[src/rtl/router_pkg.sv]
// Shared types and defaults for the N-channel router control FSM.
package router_pkg;

  typedef enum logic [3:0] {
    DA   = 4'd0,
    LFD  = 4'd1,
    LD   = 4'd2,
    WTE  = 4'd3,
    CPE  = 4'd4,
    LP   = 4'd5,
    FFS  = 4'd6,
    LAF  = 4'd7,
    DROP = 4'd8
  } state_e;

  localparam int N_DEFAULT          = 3;
  localparam int WAIT_LIMIT_DEFAULT = 16;

  // Header address width; a two-channel router still needs one bit.
  function automatic int addr_w(input int n);
    return (n <= 2) ? 1 : $clog2(n);
  endfunction

endpackage

[src/rtl/router_wait_timer.sv]
// Bounded cycle counter for the wait-till-empty state; expired marks the last allowed cycle.
module router_wait_timer #(
  parameter int LIMIT = 16
) (
  input  logic clock,
  input  logic resetn,
  input  logic clear,
  input  logic enable,
  output logic expired
);

  localparam int CNT_W = $clog2(LIMIT + 1);

  logic [CNT_W-1:0] cnt;

  always_ff @(posedge clock or negedge resetn) begin
    if (!resetn) begin
      cnt <= '0;
    end else if (clear) begin
      cnt <= '0;
    end else if (enable && !expired) begin
      cnt <= cnt + CNT_W'(1);
    end
  end

  assign expired = (cnt == CNT_W'(LIMIT - 1));

endmodule

[src/rtl/router_fsm_nch.sv]
// Control FSM for a 1xN packet router: header decode, payload load, full stall,
// parity check, plus address and wait-timeout drops.
module router_fsm_nch
  import router_pkg::*;
#(
  parameter int N          = N_DEFAULT,
  parameter int ADDR_W     = addr_w(N),
  parameter int WAIT_LIMIT = WAIT_LIMIT_DEFAULT
) (
  input  logic              clock,
  input  logic              resetn,
  input  logic              pkt_valid,
  input  logic [ADDR_W-1:0] data_in,
  input  logic              fifo_full,
  input  logic [N-1:0]      fifo_empty,
  input  logic [N-1:0]      soft_reset,
  input  logic              parity_done,
  input  logic              low_pkt_valid,
  output logic              detect_add,
  output logic              lfd_state,
  output logic              ld_state,
  output logic              laf_state,
  output logic              full_state,
  output logic              rst_int_reg,
  output logic              write_enb_reg,
  output logic              busy,
  output logic              drop_state,
  output logic [ADDR_W-1:0] dest_sel,
  output logic              wait_timeout
);

  state_e state, next_state;
  logic   addr_bad;
  logic   soft_hit;
  logic   wait_expired;

  assign addr_bad = (32'(data_in) >= 32'(N));
  // DROP keeps dest_sel possibly out of range, so soft reset is only honoured mid-packet.
  assign soft_hit = (state != DA) && (state != DROP) && soft_reset[dest_sel];

  generate
    if (WAIT_LIMIT != 0) begin : g_timer
      router_wait_timer #(
        .LIMIT (WAIT_LIMIT)
      ) u_wait_timer (
        .clock   (clock),
        .resetn  (resetn),
        .clear   (state != WTE),
        .enable  (state == WTE),
        .expired (wait_expired)
      );
    end else begin : g_no_timer
      assign wait_expired = 1'b0;
    end
  endgenerate

  always_comb begin
    next_state = state;
    if (soft_hit) begin
      next_state = DA;
    end else begin
      case (state)
        DA: begin
          if (pkt_valid) begin
            if (addr_bad)                 next_state = DROP;
            else if (fifo_empty[data_in]) next_state = LFD;
            else                          next_state = WTE;
          end
        end
        LFD: next_state = LD;
        LD: begin
          if (fifo_full)       next_state = FFS;
          else if (!pkt_valid) next_state = LP;
        end
        FFS: if (!fifo_full) next_state = LAF;
        LAF: begin
          if (parity_done)        next_state = DA;
          else if (low_pkt_valid) next_state = LP;
          else                    next_state = LD;
        end
        LP:  next_state = CPE;
        CPE: next_state = fifo_full ? FFS : DA;
        // Channel draining in the last allowed cycle still wins over the timeout.
        WTE: begin
          if (fifo_empty[dest_sel]) next_state = LFD;
          else if (wait_expired)    next_state = DROP;
        end
        DROP: if (!pkt_valid) next_state = DA;
        default: next_state = DA;
      endcase
    end
  end

  always_ff @(posedge clock or negedge resetn) begin
    if (!resetn) begin
      state        <= DA;
      dest_sel     <= '0;
      wait_timeout <= 1'b0;
    end else begin
      state        <= next_state;
      wait_timeout <= (state == WTE) && (next_state == DROP);
      if (state == DA && pkt_valid) dest_sel <= data_in;
    end
  end

  assign detect_add    = (state == DA);
  assign lfd_state     = (state == LFD);
  assign ld_state      = (state == LD);
  assign laf_state     = (state == LAF);
  assign full_state    = (state == FFS);
  assign rst_int_reg   = (state == CPE);
  assign drop_state    = (state == DROP);
  assign write_enb_reg = (state == LD) || (state == LP) || (state == LAF);
  assign busy          = (state == LFD) || (state == WTE) || (state == FFS) ||
                         (state == LAF) || (state == LP)  || (state == CPE);

endmodule

[config.mk]
export PLATFORM = sky130hd
export DESIGN_NAME = router_fsm_nch
export DESIGN_NICKNAME = d
export VERILOG_FILES = /design/src/rtl/router_pkg.sv /design/src/rtl/router_wait_timer.sv /design/src/rtl/router_fsm_nch.sv
export SDC_FILE = /design/constraint.sdc
export NUM_CORES = 1
export LEC_CHECK = 0
export ABC_AREA = 0
export CAP_MARGIN = 40
export CORE_MARGIN = 1
export CORE_UTILIZATION = 45
export CTS_CLUSTER_SIZE = 28
export DETAILED_ROUTE_END_ITERATION = 12
export GPL_TIMING_DRIVEN = 0
export HOLD_SLACK_MARGIN = 0.02
export PLACE_DENSITY = 0.82
export SYNTH_ARGS = -nofsm -noshare
export SYNTH_HDL_FRONTEND = slang
export SYNTH_HIERARCHICAL = 1
export SYNTH_SLANG_ARGS = --single-unit
[constraint.sdc]
create_clock -name clock -period 2.02 [get_ports clock]
set_input_delay 0.404 -clock clock [delete_from_list [all_inputs] [get_ports clock]]
set_output_delay 0.404 -clock clock [all_outputs]
set_load 0.01 [all_outputs]
==> results of run 1 <==
[worst max-delay path: cells and delay by family, from the launching register on]
kind,cells,cell delay [ns]
AND/OR/NAND/NOR,1,0.11
buffers and inverters,2,0.74
flip-flops,1,0.42
[power groups by stage]
stage | registers, uW | logic (uW) | clock network (uW)
detailed placement | 369 | 688 | 0
finish | 364 | 715 | 178
global route | 374 | 790 | 195
floorplan | 362 | 400 | 0
CTS | 367 | 689 | 189
global placement | 365 | 673 | 0
[registers in the layout, summed over array words and instances, names as in the netlist]
signal / count
g_timer.u_wait_timer/cnt: 5
wait_timeout: 1
dest_sel: 2
state: 4
[layout make-up]
type	count	share of cell area, %
buffer	4	2.008
clock buffer	4	3.066
inverter	4	1.268
multi-input combinational	73	42.60
sequential	12	25.58
tap	25	2.643
timing repair buffer	29	22.83
[cells by family (layout without fill, tap and decap cells)]
kind of cell / count (synthesis) / in the layout / share of synthesized area [%]
muxes: 8 / 8 / 10.12
AOI/OAI and AO/OA: 19 / 19 / 15.26
adders and majority gates: 2 / 2 / 3.021
buffers and inverters: 8 / 41 / 3.927
and+or+nand+nor: 42 / 42 / 29.31
DFF: 12 / 12 / 36.25
xor gates and xnor gates: 2 / 2 / 2.115
[timing repair]
| action | in CTS | in global routing |
|---|---|---|
| setup buffers | 2 | 2 |
| pin swaps | 0 | 0 |
| endpoints found under the hold margin | 0 | 0 |
| gates resized for setup | 14 | 0 |
| setup endpoints to repair | 9 | 1 |
[worst max path at each step]
stage                                         endpoint  slack [ns]                               startpoint  cells after the start
2_1_floorplan  g_timer.u_wait_timer/cnt[3]$_DFFE_PN0P_        0.31  g_timer.u_wait_timer/cnt[0]$_DFFE_PN0P_                      6
3_3_place_gp                                drop_state        0.08                       state[3]$_DFF_PN0_                      3
3_5_place_dp                                drop_state        0.08                       state[3]$_DFF_PN0_                      3
4_1_cts                                           busy        0.04                       state[0]$_DFF_PN0_                      4
5_1_grt                                     drop_state       0.004                       state[1]$_DFF_PN0_                      3
6_report                                          busy        0.09                       state[3]$_DFF_PN0_                      3
[Yosys cell counts (all sizes together), types with 2 or more instances]
master  number  area (sq um)
nand3        2         10.01
mux2         3         33.78
o32a         2         20.02
nor4b        2         17.52
nor2        15         56.30
buf          2         10.01
a21oi        4         20.02
dfrtp       12         300.3
nand3b       3         22.52
inv          4         15.01
ha           2         25.02
clkbuf       2         7.510
nand2b       3         18.77
a31oi        2         12.51
nand2        4         15.01
mux2i        5         50.05
o21ai        5         25.02
nor2b        2         20.02
nor4         2         18.77
nor3         3         15.01
[placed cells by master, fill, tap and decap left out, types with 2 or more instances in the layout]
cell             count
nand2_1              4
o32a_1               2
ha_1                 2
mux2i_1              5
inv_1                3
nand2b_1             3
nor4b_1              2
a31oi_1              2
a21oi_1              4
o21ai_0              5
nor2_1              15
dlygate4sd2_1        8
dfrtp_1             10
nand3_1              2
mux2_1               3
nand3b_1             3
nor3_1               3
clkdlybuf4s50_1     17
clkbuf_4             4
buf_4                5
dfrtp_2              2
[routing by layer]
| metal | GRT usage (%) | wire length, um |
|---|---|---|
| met1 | 26.61 | 864 |
| met2 | 43.53 | 1107 |
| met3 | 2.400 | 47 |
| met4 | 7.273 | 5 |
| met5 | 0 | 0 |
[per-stage QoR]
step	hold WS [ns]	total power [uW]	setup WS (ns)	cell area, sq um
2_1_floorplan	0.1084	762.3	0.3101	828.3
3_3_place_gp	0.5342	1038	0.08373	1110
3_5_place_dp	0.5575	1057	0.08107	1110
4_1_cts	0.4765	1245	0.04450	1169
5_1_grt	0.5252	1359	0.003721	1184
6_report	0.4863	1258	0.08641	1184
==> flow_summary.toml, run 1 <==
[critical_path]
max_stage_delay_ns = 0.54
r2r_cells = 6
arrival_ns = 1.53
rr_endpoint = "g_timer.u_wait_timer/cnt[3]$_DFFE_PN0P_"
reg2reg_from = "g_timer.u_wait_timer/cnt[0]$_DFFE_PN0P_"
cp_max_fo = 10
crit_type = "reg -> out"
crit_chain = "clkbuf_4, nor2_1, clkdlybuf4s50_1"
endpoint_kind = "primary output"
ff2ff_setup_slack_ns = 0.12
critPathRequiredTime_ns = 1.62
cp_slowest_cell = "clkdlybuf4s50_1"
worstSetupStartpointType = "register"

[status]
status = "finished clean"

[synthesis]
avgSynthCellArea_sq_um = 8.906
synthArstFlopShare_pct = 100.0
synth_seq_cells = 12
yosysUniqueCellTypes = 37
synth_nets = 109
synth_cells = 93
synthFlopType = "dfrtp_1"
ys_warn_count = 6
ys_seq_area_share_pct = 36.25
synth_edf_count = 0
syn_area_sq_um = 828.3

[timing]
clock_skew_ns = 0.002303
max_freq_mhz = 517.2
drv_slew = 0
worstMarginPinSlew_ns = 0.5258
post-route-min-period_ns = 1.934
tns_ns = 0
hold_viol = 0
min_period_over_period_pct = 95.72
maxSlewHeadroom_pct = 64.83
rsz0062_at_grt = "no"
setup_violations = 0

[global_route]
grt.overflow.total = 0
antenna_found_initial = 0
grt_pass1_vias = 775
grt_max_degree = 13
grt.total_usage_pct = 22.85
grt_pass1_wl_um = 3353

[final_layout]
final_nets = 143
fillerInstances = 139
multi_input_area_sq_um = 504.2
drive_gt1_share_pct = 13.49
insertedDiodeCount = 0
syn_to_final_growth_pct = 42.90
fin_cells = 151
post-route-util_pct = 68.55
seq_area_sq_um = 302.8

[route]
wl_um = 2025
dr_total_vias = 820
drc = 0
ant_nets = 0
drt_iter0_drc = 7
dr.pass1.iters = 4
wire_per_inst_um = 13.41
avgViaCountPerCell = 5.430

[pwr]
pwr-share-comb_pct = 56.9
switchingPower_uw = 498.8
internal-power_uw = 759.3
power.density_nw_per_um2 = 1063
peakVddDrop_uv = 712.9
switching_share_pct = 39.65
p_seq_share_pct = 29.0
clockPowerShare_pct = 14.2
cellLeakagePower_uw = 0.0005251

[clock_network]
cts_hold_buf = 0
cts_tree = "done"
clk_path_buf_depth = 2
cts_root_buf = "clkbuf_4"
h-tree-depth = 1
cts.sinks = 12
numCtsBuffers = 3
worstSkewPairLatency_ns = 0.26
clk_pin_slew_ns = 0.07

[placement]
port_buffers = 25
placed_cells = 143
routabilityCongestion = 0.7823
hpwl_um = 1490

[floorplanning]
core_area_sq_um = 1727
die_area_sq_um = 2016
num_io_pins = 26
die_w_um = 44.90
die_height_um = 44.90
start_util_pct = 47.97
rows = 15

[job]
drv_cap = 0

[hold_path]
hp-class = "in -> async"
(Power assumes the default switching activity.)
==> run 2: changes to the inputs <==
--- a/config.mk
+++ b/config.mk
@@ -6,6 +6,7 @@
 export NUM_CORES = 1
 export LEC_CHECK = 0
 export ABC_AREA = 0
+export ABC_CLOCK_PERIOD_IN_PS = 2020
 export CAP_MARGIN = 40
 export CORE_MARGIN = 1
 export CORE_UTILIZATION = 45
==> results of run 2 <==
No change in the layout: final DEF, timing and power equal those of run 1.
